File: src/rtl/due_bridge_pkg.sv
// Shared types and default widths for the Due bus bridge and the memory it fronts.
package due_bridge_pkg;

    localparam int ADDR_W = 22;
    localparam int DATA_W = 16;

    typedef enum logic [2:0] {
        ST_IDLE,
        ST_WRITE,
        ST_READ,
        ST_RD_WAIT,
        ST_HOLD
    } state_t;

endpackage

File: src/rtl/due_bus_bridge_strobe_sync.sv
// Multi-stage synchronizer for one asynchronous host strobe; resets to inactive.
module strobe_sync #(
    parameter int STAGES = 2
) (
    input  logic clk,
    input  logic rst_n,
    input  logic async_i,
    output logic sync_o
);

    logic [STAGES-1:0] sync_q;

    always_ff @(posedge clk or negedge rst_n) begin
        if (!rst_n) begin
            sync_q <= '0;
        end else begin
            sync_q <= {sync_q[STAGES-2:0], async_i};
        end
    end

    assign sync_o = sync_q[STAGES-1];

endmodule

File: src/rtl/due_bus_bridge.sv
// Arduino Due static-memory bus to single-cycle memory request bridge.
//
// state      | meaning
// -----------+---------------------------------------------------------
// ST_IDLE    | waiting for a synchronized strobe; both low -> bus_err
// ST_WRITE   | mem_w_en pulse is on the memory port
// ST_READ    | mem_r_en pulse is on the memory port
// ST_RD_WAIT | counting read latency; strobe drop aborts the read
// ST_HOLD    | bus_ready (and bus_oe for reads) until the strobe drops
module due_bus_bridge #(
    parameter int ADDR_W      = due_bridge_pkg::ADDR_W,
    parameter int DATA_W      = due_bridge_pkg::DATA_W,
    parameter int SYNC_STAGES = 2,
    parameter int RD_LATENCY  = 1
) (
    input  logic              clk,
    input  logic              rst_n,
    input  logic              bus_cs_n,
    input  logic              bus_rd_n,
    input  logic              bus_wr_n,
    input  logic [ADDR_W-1:0] bus_addr,
    input  logic [DATA_W-1:0] bus_din,
    output logic [DATA_W-1:0] bus_dout,
    output logic              bus_oe,
    output logic              bus_ready,
    output logic              bus_err,
    output logic              mem_w_en,
    output logic              mem_r_en,
    output logic [ADDR_W-1:0] mem_w_addr,
    output logic [ADDR_W-1:0] mem_r_addr,
    output logic [DATA_W-1:0] mem_w_data,
    input  logic [DATA_W-1:0] mem_r_data
);
    import due_bridge_pkg::*;

    localparam int CNT_W = $clog2(RD_LATENCY + 1);

    logic rd_s;
    logic wr_s;

    strobe_sync #(.STAGES(SYNC_STAGES)) u_rd_sync (
        .clk     (clk),
        .rst_n   (rst_n),
        .async_i (!bus_cs_n && !bus_rd_n),
        .sync_o  (rd_s)
    );

    strobe_sync #(.STAGES(SYNC_STAGES)) u_wr_sync (
        .clk     (clk),
        .rst_n   (rst_n),
        .async_i (!bus_cs_n && !bus_wr_n),
        .sync_o  (wr_s)
    );

    state_t            state_q, state_d;
    logic              op_rd_q, op_rd_d;
    logic [CNT_W-1:0]  cnt_q, cnt_d;
    logic              w_en_q, w_en_d;
    logic              r_en_q, r_en_d;
    logic [ADDR_W-1:0] w_addr_q, w_addr_d;
    logic [ADDR_W-1:0] r_addr_q, r_addr_d;
    logic [DATA_W-1:0] w_data_q, w_data_d;
    logic [DATA_W-1:0] dout_q, dout_d;
    logic              oe_q, oe_d;
    logic              ready_q, ready_d;
    logic              err_q, err_d;

    always_ff @(posedge clk or negedge rst_n) begin
        if (!rst_n) begin
            state_q  <= ST_IDLE;
            op_rd_q  <= 1'b0;
            cnt_q    <= '0;
            w_en_q   <= 1'b0;
            r_en_q   <= 1'b0;
            w_addr_q <= '0;
            r_addr_q <= '0;
            w_data_q <= '0;
            dout_q   <= '0;
            oe_q     <= 1'b0;
            ready_q  <= 1'b0;
            err_q    <= 1'b0;
        end else begin
            state_q  <= state_d;
            op_rd_q  <= op_rd_d;
            cnt_q    <= cnt_d;
            w_en_q   <= w_en_d;
            r_en_q   <= r_en_d;
            w_addr_q <= w_addr_d;
            r_addr_q <= r_addr_d;
            w_data_q <= w_data_d;
            dout_q   <= dout_d;
            oe_q     <= oe_d;
            ready_q  <= ready_d;
            err_q    <= err_d;
        end
    end

    // Enables and status are computed one state ahead so they come straight from flops.
    always_comb begin
        state_d  = state_q;
        op_rd_d  = op_rd_q;
        cnt_d    = cnt_q;
        w_en_d   = 1'b0;
        r_en_d   = 1'b0;
        w_addr_d = w_addr_q;
        r_addr_d = r_addr_q;
        w_data_d = w_data_q;
        dout_d   = dout_q;
        oe_d     = oe_q;
        ready_d  = ready_q;
        err_d    = err_q;

        case (state_q)
            ST_IDLE: begin
                ready_d = 1'b0;
                oe_d    = 1'b0;
                if (rd_s && wr_s) begin
                    err_d = 1'b1;
                end else if (wr_s) begin
                    state_d  = ST_WRITE;
                    op_rd_d  = 1'b0;
                    w_en_d   = 1'b1;
                    w_addr_d = bus_addr;
                    w_data_d = bus_din;
                end else if (rd_s) begin
                    state_d  = ST_READ;
                    op_rd_d  = 1'b1;
                    r_en_d   = 1'b1;
                    r_addr_d = bus_addr;
                end
            end
            ST_WRITE: begin
                state_d = ST_HOLD;
                ready_d = 1'b1;
            end
            ST_READ: begin
                state_d = ST_RD_WAIT;
                cnt_d   = CNT_W'(RD_LATENCY);
            end
            ST_RD_WAIT: begin
                if (!rd_s) begin
                    state_d = ST_IDLE;
                end else if (cnt_q == CNT_W'(1)) begin
                    state_d = ST_HOLD;
                    dout_d  = mem_r_data;
                    ready_d = 1'b1;
                    oe_d    = 1'b1;
                end else begin
                    cnt_d = cnt_q - CNT_W'(1);
                end
            end
            ST_HOLD: begin
                if (op_rd_q ? !rd_s : !wr_s) begin
                    state_d = ST_IDLE;
                    ready_d = 1'b0;
                    oe_d    = 1'b0;
                end
            end
            default: begin
                state_d = ST_IDLE;
            end
        endcase
    end

    assign bus_dout   = dout_q;
    assign bus_oe     = oe_q;
    assign bus_ready  = ready_q;
    assign bus_err    = err_q;
    assign mem_w_en   = w_en_q;
    assign mem_r_en   = r_en_q;
    assign mem_w_addr = w_addr_q;
    assign mem_r_addr = r_addr_q;
    assign mem_w_data = w_data_q;

endmodule

File: config.mk
export PLATFORM = sky130hd
export DESIGN_NAME = due_bus_bridge
export DESIGN_NICKNAME = d
export VERILOG_FILES = /design/src/rtl/due_bridge_pkg.sv /design/src/rtl/due_bus_bridge_strobe_sync.sv /design/src/rtl/due_bus_bridge.sv
export SDC_FILE = /design/constraint.sdc
export NUM_CORES = 1
export LEC_CHECK = 0
export CORE_MARGIN = 2
export CORE_UTILIZATION = 39
export DETAILED_ROUTE_END_ITERATION = 10
export MAX_ROUTING_LAYER = met4
export PLACE_DENSITY = 0.75
export SLEW_MARGIN = 20
export SYNTH_ARGS = -nofsm -noshare
export SYNTH_HDL_FRONTEND = slang
export SYNTH_HIERARCHICAL = 1
export SYNTH_SLANG_ARGS = --single-unit
File: constraint.sdc
create_clock -name clk -period 1.7 [get_ports clk]
set_input_delay 0.255 -clock clk [delete_from_list [all_inputs] [get_ports clk]]
set_output_delay 0.255 -clock clk [all_outputs]
set_load 0.005 [all_outputs]
-- Word level (Yosys, flattened, before mapping)
Index checks and enable logic that the tools add are counted.
- add/sub/neg operators: 1
- reductions and logical operators: 22
- equality and inequality tests: 10
- muxes and demuxes: 25
- bitwise logic cells: 2
- operators with widths (kind ; count):
    3-bit two-way mux ; 6
    4-bit AND reduction ; 4
    1-bit two-way mux ; 15
    3-bit case mux with 5 select lines ; 1
    3-bit AND reduction ; 3
    3-bit by 2-bit == test with 1-bit output (second input constant) ; 2
    2-bit != test (second input constant) ; 3
    1-bit zero test ; 5
    1-bit case mux with 4 select lines ; 1
    2-bit AND reduction ; 2
    2-bit nonzero test ; 2
    4-bit nonzero test ; 1
    3-bit by 1-bit == test with 1-bit output (second input constant) ; 1
    3-bit == test (second input constant) ; 1
    1-bit logical AND ; 3
    3-bit zero test ; 1
    3-bit by 1-bit != test with 1-bit output (second input constant) ; 1
    3-bit != test (second input constant) ; 1
    1-bit case mux with 3 select lines ; 1
    3-bit nonzero test ; 1
    2-bit by 1-bit != test with 1-bit output (second input constant) ; 1
    1-bit inverter ; 2
    1-bit case mux with 2 select lines ; 1
    1-bit subtractor (second input constant) ; 1
- register bits: 90
- word-level logic and storage cells: 74
- output and inout bits: 81

-- Logic depth before layout (Yosys ltp)
Gate-level depths: netlist (run 1).
- depth in word-level cells: 4
- mapped depth: 6
- gate-level depth less buffers: 5

-- By module
The synthesis (run 1) kept the hierarchy.
- by module, submodules not included (module ; area an instance (um^2) ; instances ; cells each):
    due_bus_bridge ; 3427.0 ; 1 ; 209
    strobe_sync ; 50.0 ; 2 ; 2

-- Least setup slack after synthesis (run 1)
Ideal clock, no wire load.
- path kind: reg-to-reg
- from: register u_rd_sync.sync_q[1]
- to: register w_addr_q[10], in the netlist mem_w_addr[10]
- cell stages (with the launch flop): 7
- path slack: 0.106 ns
- arrival: 1.469 ns
- path buffers: 2
- cell sequence: dfrtp_1 inv_1 ha_1 and2_4 buf_12 buf_12 mux2_4
- longest elaborated chain between the ends: 3
- ends and longest elaborated chain (element ; RTL line ; source):
    from (decl) ; due_bus_bridge_strobe_sync.sv:11 ; logic [STAGES-1:0] sync_q;
    from (signal assigned) ; due_bus_bridge_strobe_sync.sv:17 ; sync_q <= {sync_q[STAGES-2:0], async_i};
    1-bit logical AND ; due_bus_bridge.sv:117 ; if (rd_s && wr_s) begin
    1-bit inverter (no line) ; n/a ;
    3-bit AND reduction (no line) ; n/a ;
    to (signal assigned) ; due_bus_bridge.sv:88 ; w_addr_q <= w_addr_d;
    to (decl) ; due_bus_bridge.sv:60 ; logic [ADDR_W-1:0] w_addr_q, w_addr_d;
Every way passes these cells.
A chain may end at the register's enable or synchronous reset.

-- Worst setup path after layout (run 1)
- from: register state_q[1]
- to: register dout_q[10], in the netlist bus_dout[10]
- longest elaborated chain between the ends: 2
- ends and longest elaborated chain (element ; RTL line ; source):
    from (decl) ; due_bus_bridge.sv:55 ; state_t state_q, state_d;
    from (signal assigned) ; due_bus_bridge.sv:83 ; state_q <= state_d;
    3-bit by 2-bit == test with 1-bit output ; due_bus_bridge.sv:113 ; case (state_q)
    3-bit AND reduction (no line) ; n/a ;
    to (signal assigned) ; due_bus_bridge.sv:91 ; dout_q <= dout_d;
    to (decl) ; due_bus_bridge.sv:63 ; logic [DATA_W-1:0] dout_q, dout_d;
Every way passes these cells.

==> run metrics, run 1 <==
outcome=finished clean; total number of H-tree levels=3; # placed instances=approximately 460; slew at the pin closest to its max-slew limit=between 300 and 400 ps; Filler Cells Inserted=around 710; number of placement rows=34; total grt overflow=0; Post-Layout Cell Count=approximately 480; clock edge transition at the registers on the reported setup and hold paths=approximately 80 ps; antenna cells=0; Final Routed Wirelength=roughly 7 mm; Leak Pwr=about 2.2 nW; tightest slew margin relative to the limit=approximately 76%; Clock Root Buffer=sky130_fd_sc_hd__clkbuf_8; worst setup path category=reg2reg; detailed-router iteration count before antenna repair=4; clock buffer count from CTS=9; most frequent cells in the layout=sky130_fd_sc_hd__clkdlybuf4s50_1, sky130_fd_sc_hd__dfrtp_1, sky130_fd_sc_hd__mux2_2; Period Utilization, post-route=90.4%; synthesized instance count=213; number of register bits inferred by synthesis=90; number of global-route vias before repair=approximately 2300; number of antenna violations at the first check in global routing=0; setup TNS=0 ps; category of the worst setup path launch point=flip-flop; antenna-violating nets left=0; clock network latency to the later pin of the worst-skew pair=340 ps; core area=roughly 8800 µm²; Syn-to-layout area delta=49.9%; register area=~2300 µm²; initial cell density of the core=40.2%; # DRC=0; share of the yosys chip area belonging to registers=63.9%; largest net degree at the start of global routing=43; Final Skew=9.86 ps; share of cells above drive strength 1=a little under 30%; number of design-rule violations left by the first detailed-router iteration=27; TritonCTS clock tree=built; most frequent standard cell in the layout excluding fill and tap cells=sky130_fd_sc_hd__clkdlybuf4s50_1; routed vias/inst=4.78; io pins=140; Yosys warning total=6; smallest setup slack after layout=between 150 and 200 ps; Worst setup EP type=flip-flop; maximum clock frequency=around 650 MHz; Gates resized, CTS repair=0; post-DP HPWL=approximately 5.3 mm; RSZ-0062 raised after global routing=false; number of nets in the synthesized netlist=276; overall via count from detail_route=roughly 2300; most area-hungry cell type in the Yosys netlist=sky130_fd_sc_hd__dfrtp_1; worst setup timing slack at the placement stage=164 ps; clk sink count=90; Worst Hold Class=reg2reg; critical-path maximum fanout=17; largest cells by area after synthesis=sky130_fd_sc_hd__dfrtp_1, sky130_fd_sc_hd__mux2_2, sky130_fd_sc_hd__mux2_4; multi-input gate area in the final layout=roughly 1200 µm²; syn avg cell area=about 17 µm²; Max Cap Viol=0; final number of max-transition violations=0; routability congestion estimate=~0.76; required time at the endpoint of the critical path=around 1900 ps; die height=roughly 100 µm; final net count=around 430; largest buffer count on any clock path=2; total track usage=15.1%; IR drop worst, VDD=between 0.7 and 0.8 mV; final-report setup violation count=0; area share of the largest cell type after synthesis=a little under two thirds; cell area after synthesis=3530 µm²; clock period minus final worst setup slack=1540 ps; Die Outline Area=9820 µm²; # port buffers=about 140; post-detailed-route wirelength per cell=between 10 and 15 µm; number of hold violations in the final report=0; worst hold slack=352 ps; wire length of the first global-routing pass=11.4 mm; WP data arrival=roughly 1800 ps; Unique masters post-synth=26; Die Width=99.1 µm; power per cell area=1690 nW/µm²
[Yosys cell counts]
cell and n:
sky130_fd_sc_hd__buf_4 3, sky130_fd_sc_hd__dfrtp_1 90, sky130_fd_sc_hd__mux2_4 9, sky130_fd_sc_hd__nor2_1 8, sky130_fd_sc_hd__a31o_2 1, sky130_fd_sc_hd__a21boi_0 1
sky130_fd_sc_hd__and2_1 1, sky130_fd_sc_hd__ha_1 4, sky130_fd_sc_hd__mux2_2 69, sky130_fd_sc_hd__a21oi_1 1, sky130_fd_sc_hd__nand2b_1 1, sky130_fd_sc_hd__nand3_2 1
sky130_fd_sc_hd__o21ai_0 1, sky130_fd_sc_hd__buf_12 2, sky130_fd_sc_hd__o22ai_1 2, sky130_fd_sc_hd__nand2_1 3, sky130_fd_sc_hd__a211o_1 1, sky130_fd_sc_hd__o21a_1 1
sky130_fd_sc_hd__a21o_1 2, sky130_fd_sc_hd__nor3_4 1, sky130_fd_sc_hd__nand4_4 1, sky130_fd_sc_hd__and2b_2 1, sky130_fd_sc_hd__and2_4 1, sky130_fd_sc_hd__buf_6 4
sky130_fd_sc_hd__nand3_1 1, sky130_fd_sc_hd__inv_1 3
[cells by family (layout without fill, tap and decap cells)]
family          Yosys count  count (layout)  synth area share (%)
compound gates           10              10                  1.99
flops                    90              90                  63.9
simple gates             19              19                  3.51
mux                      78              78                  25.9
fa+ha+maj                 4               4                  1.42
buf+inv                  12             169                  3.37
[power breakdown]
part	switching, mW	internal (mW)
clock	0.711	0.870
combinational	1.02	2.68
sequential	0.516	3.13
total	2.25	6.68
[area by class of cell]
type | instances | area share, %
clock buffer | 12 | 2.75
timing repair buffer | 150 | 28.6
sequential | 90 | 42.6
inverter | 3 | 0.213
tap | 108 | 2.56
multi-input combinational | 111 | 21.9
clock inverter | 4 | 1.42
[critical path: stages, from the launching register on]
cell                      delay (ps)
sky130_fd_sc_hd__dfrtp_1         410
sky130_fd_sc_hd__buf_4           170
sky130_fd_sc_hd__and2b_2         220
sky130_fd_sc_hd__nand4_4         240
sky130_fd_sc_hd__mux2_2          380
[worst paths after layout]
kind	startpoint	endpoint	slack [ps]	depth (start not counted)
min in group asynchronous	rst_n	mem_r_addr[16]$_DFFE_PN0P_	360	2
hold / removal	u_rd_sync/sync_q[0]$_DFF_PN0_	u_rd_sync/sync_q[1]$_DFF_PN0_	350	0
hold reg to reg	u_rd_sync/sync_q[0]$_DFF_PN0_	u_rd_sync/sync_q[1]$_DFF_PN0_	350	0
max in group asynchronous	rst_n	bus_dout[1]$_DFFE_PN0P_	700	3
setup / recovery	state_q[1]$_DFFE_PN0P_	bus_dout[10]$_DFFE_PN0P_	160	4
setup reg to reg	state_q[1]$_DFFE_PN0P_	bus_dout[10]$_DFFE_PN0P_	160	4
[metrics by stage]
stage | instance area, µm² | power (mW) | util (%)
3_3_place_gp | 5060 | 7.34 | 57.7
5_1_grt | 5290 | 9.49 | 60.3
6_report | 5290 | 8.93 | 60.3
2_1_floorplan | 3530 | 5.06 | -
4_1_cts | 5290 | 9.07 | 60.3
3_5_place_dp | 5060 | 7.46 | 57.7
[state kept, by name, indices dropped and copies added (netlist names), 2 cells and up]
register	count
state_q	3
mem_w_data	16
mem_r_addr	22
u_rd_sync/sync_q	2
u_wr_sync/sync_q	2
mem_w_addr	22
bus_dout	16
[metal layers]
| metal | global-route usage, % | vias up | share of wire, % |
|---|---|---|---|
| met5 | - | - | 0 |
| met3 | 4.08 | 8 | 6.7 |
| met2 | 24.5 | 77 | 50 |
| met1 | 18.8 | 1152 | 42 |
| met4 | 4.43 | 0 | 1.2 |
| li1 | - | 1047 | - |
[what timing repair did]
action                    4_1_cts  5_1_grt
hold endpoints to repair       25        0
buffers inserted                0        0
hold buffers                    1        0
No activity file was read; power rests on OpenSTA's default activity.
==> run 2, diff against run 1 <==
- PLACE_DENSITY: 0.75 -> unset
- PLACE_DENSITY_LB_ADDON: unset -> 0.08
==> run 2 against run 1 <==
  * Sequential power barely moved
  * Clock skew is 3.9 ps higher
  * Global-route usage increased by 1.0 points
  * Non-clock buffer count shrank 1
  * Sequential cell count is the same
  * Clock power down 8%
  * Setup slack improved by 20 ps
  * Count of clock-buffer cells in the layout unchanged
  * Fmax increased by 1.3%
==> run metrics, run 2 (synthesized netlist as in run 1, its figures left out) <==
smallest setup slack after layout=183 ps (+20.1 ps); overall via count from detail_route=2257 (-1.2%); post-DP HPWL=5.32 mm (+1.1%); maximum clock frequency=659 MHz (+1.3%); largest buffer count on any clock path=2 (unchanged); fraction of the core area covered by cells at the end of the flow=60.1% (-0.21 points); initial cell density of the core=40.2% (unchanged); number of hold violations in the final report=0 (unchanged); number of global-route vias before repair=2395 (+2.4%); Worst setup EP type=flip-flop; WP data arrival=1750 ps (about the same); RSZ-0062 raised after global routing=false; met1 wire length=3.09 mm (+5.7%); Worst Hold Class=in2async; die height=99.1 µm (unchanged); clock period minus final worst setup slack=1520 ps (-20.1 ps); Post-Layout Cell Count=477 (-0.21%); antenna cells=0 (unchanged); share of cells above drive strength 1=29.3% (-0.19 points); slowest library cell on the worst path=sky130_fd_sc_hd__dfrtp_1; Max Cap Viol=0 (unchanged); slew at the pin closest to its max-slew limit=343 ps (-15.2 ps); number of placement rows=34 (unchanged); category of cells accounting for the largest share of critical-path delay=simple AND/OR/NAND/NOR gates; IR drop worst, VDD=0.679 mV (-7.1%); sum of met3 wire segment lengths after detailed routing=355 µm (-24%); category of the worst setup path launch point=flip-flop; power per cell area=1670 nW/µm² (-0.94%); outcome=finished clean; # DRC=0 (unchanged); number of design-rule violations left by the first detailed-router iteration=40 (+48%); Die Width=99.1 µm (unchanged); final number of max-transition violations=0 (unchanged); clock edge transition at the registers on the reported setup and hold paths=90 ps (about the same); required time at the endpoint of the critical path=1940 ps (+20 ps); worst-path cell chain=and2b_2 > nand4_4 > mux2_2; critical-path maximum fanout=17 (unchanged); routability congestion estimate=0.739 (-3.4%); total power=8.81 mW (-1.3%); Gates resized, CTS repair=0 (unchanged); Clock Root Buffer=sky130_fd_sc_hd__clkbuf_8; most frequent cells in the layout=sky130_fd_sc_hd__clkdlybuf4s50_1, sky130_fd_sc_hd__dfrtp_1, sky130_fd_sc_hd__mux2_2; Die Outline Area=9820 µm² (unchanged); detailed-router iteration count before antenna repair=4 (unchanged); post-detailed-route wirelength per cell=15.4 µm (+5.2%); io pins=140 (unchanged); Filler Cells Inserted=732 (+3.7%); clk sink count=90 (unchanged); topmost layer with routed signal wires=met4; Final Skew=13.7 ps (+3.86 ps); tightest slew margin relative to the limit=77.1% (+1.0 points); # placed instances=460 (-0.22%); total track usage=16.2% (+1.0 points); Leak Pwr=2.22 nW (-0.19%); total grt overflow=0 (unchanged); number of buffer and inverter stages on the critical path=0 (-1); most frequent standard cell in the layout excluding fill and tap cells=sky130_fd_sc_hd__clkdlybuf4s50_1; design area=5270 µm² (-0.36%); # port buffers=139 (unchanged); total number of H-tree levels=3 (unchanged); Syn-to-layout area delta=49.3%; post-CTS setup repair buffer count=0 (unchanged); antenna-violating nets left=0 (unchanged); routed vias/inst=4.73 (-0.97%); number of buffers inserted by hold repair at cts=1 (unchanged); largest net degree at the start of global routing=43 (unchanged); final-report setup violation count=0 (unchanged); core area=8760 µm² (unchanged); worst setup path category=reg2reg; TritonCTS clock tree=built; worst hold slack=338 ps (-13.5 ps); clock network latency to the later pin of the worst-skew pair=350 ps (about the same); clock buffer count from CTS=9 (unchanged); register area=2250 µm² (unchanged); wire length of the first global-routing pass=12.1 mm (+5.7%); DP Area=5060 µm² (about the same); delay of the slowest cell on the worst path=450 ps (+40 ps); worst setup timing slack at the placement stage=181 ps (+16.3 ps); Final Routed Wirelength=7.34 mm (+5.0%); setup TNS=0 ps (unchanged); number of antenna violations at the first check in global routing=0 (unchanged); final net count=427 (-0.23%); Period Utilization, post-route=89.2% (-1.2 points); multi-input gate area in the final layout=1160 µm² (unchanged); Met2 Routed Length=3.72 mm (+5.9%)
## run 2: cell count changes in the layout (fill, tap and decap cells not counted), sizes merged
cell      change
buf           -1
bufinv        -1
clkinv        +2
clkinvlp      -1
## run 2: power breakdown
part           total, mW  switching (mW)  internal [mW]
registers           3.63           0.497           3.13
clock network       1.45           0.732          0.722
logic               3.73            1.05           2.68
total               8.81            2.28           6.54
## run 2: final timing paths
| check | from | endpoint | slack, ps | cells past startpoint |
|---|---|---|---|---|
| max in group asynchronous | rst_n | mem_r_addr[1]$_DFFE_PN0P_ | 690 | 3 |
| worst min-delay path | rst_n | mem_w_data[0]$_DFFE_PN0P_ | 340 | 2 |
| min in group clk | u_wr_sync/sync_q[0]$_DFF_PN0_ | u_wr_sync/sync_q[1]$_DFF_PN0_ | 350 | 0 |
| worst max register to register | state_q[2]$_DFFE_PN0P_ | bus_dout[0]$_DFFE_PN0P_ | 180 | 3 |
| worst max-delay path | state_q[2]$_DFFE_PN0P_ | bus_dout[0]$_DFFE_PN0P_ | 180 | 3 |
| worst min register to register | u_wr_sync/sync_q[0]$_DFF_PN0_ | u_wr_sync/sync_q[1]$_DFF_PN0_ | 350 | 0 |
## run 2: area by class of cell
class / count / area share [%]
clock inverter: 4 / 0.974
multi-input combinational: 111 / 21.9
inverter: 3 / 0.214
tap: 108 / 2.57
clock buffer: 12 / 2.76
sequential: 90 / 42.8
timing repair buffer: 149 / 28.8
## run 2: per-layer routing
metal | global-route usage, % | up-vias
met5 | - | -
met4 | 7.38 | 0
met3 | 3.65 | 15
met2 | 26.1 | 70
met1 | 19.4 | 1128
li1 | - | 1044
==> run 3, diff against run 2 <==
- CAP_MARGIN: unset -> 20
==> results of run 3 <==
No change in the layout: final DEF, timing and power equal those of run 2.
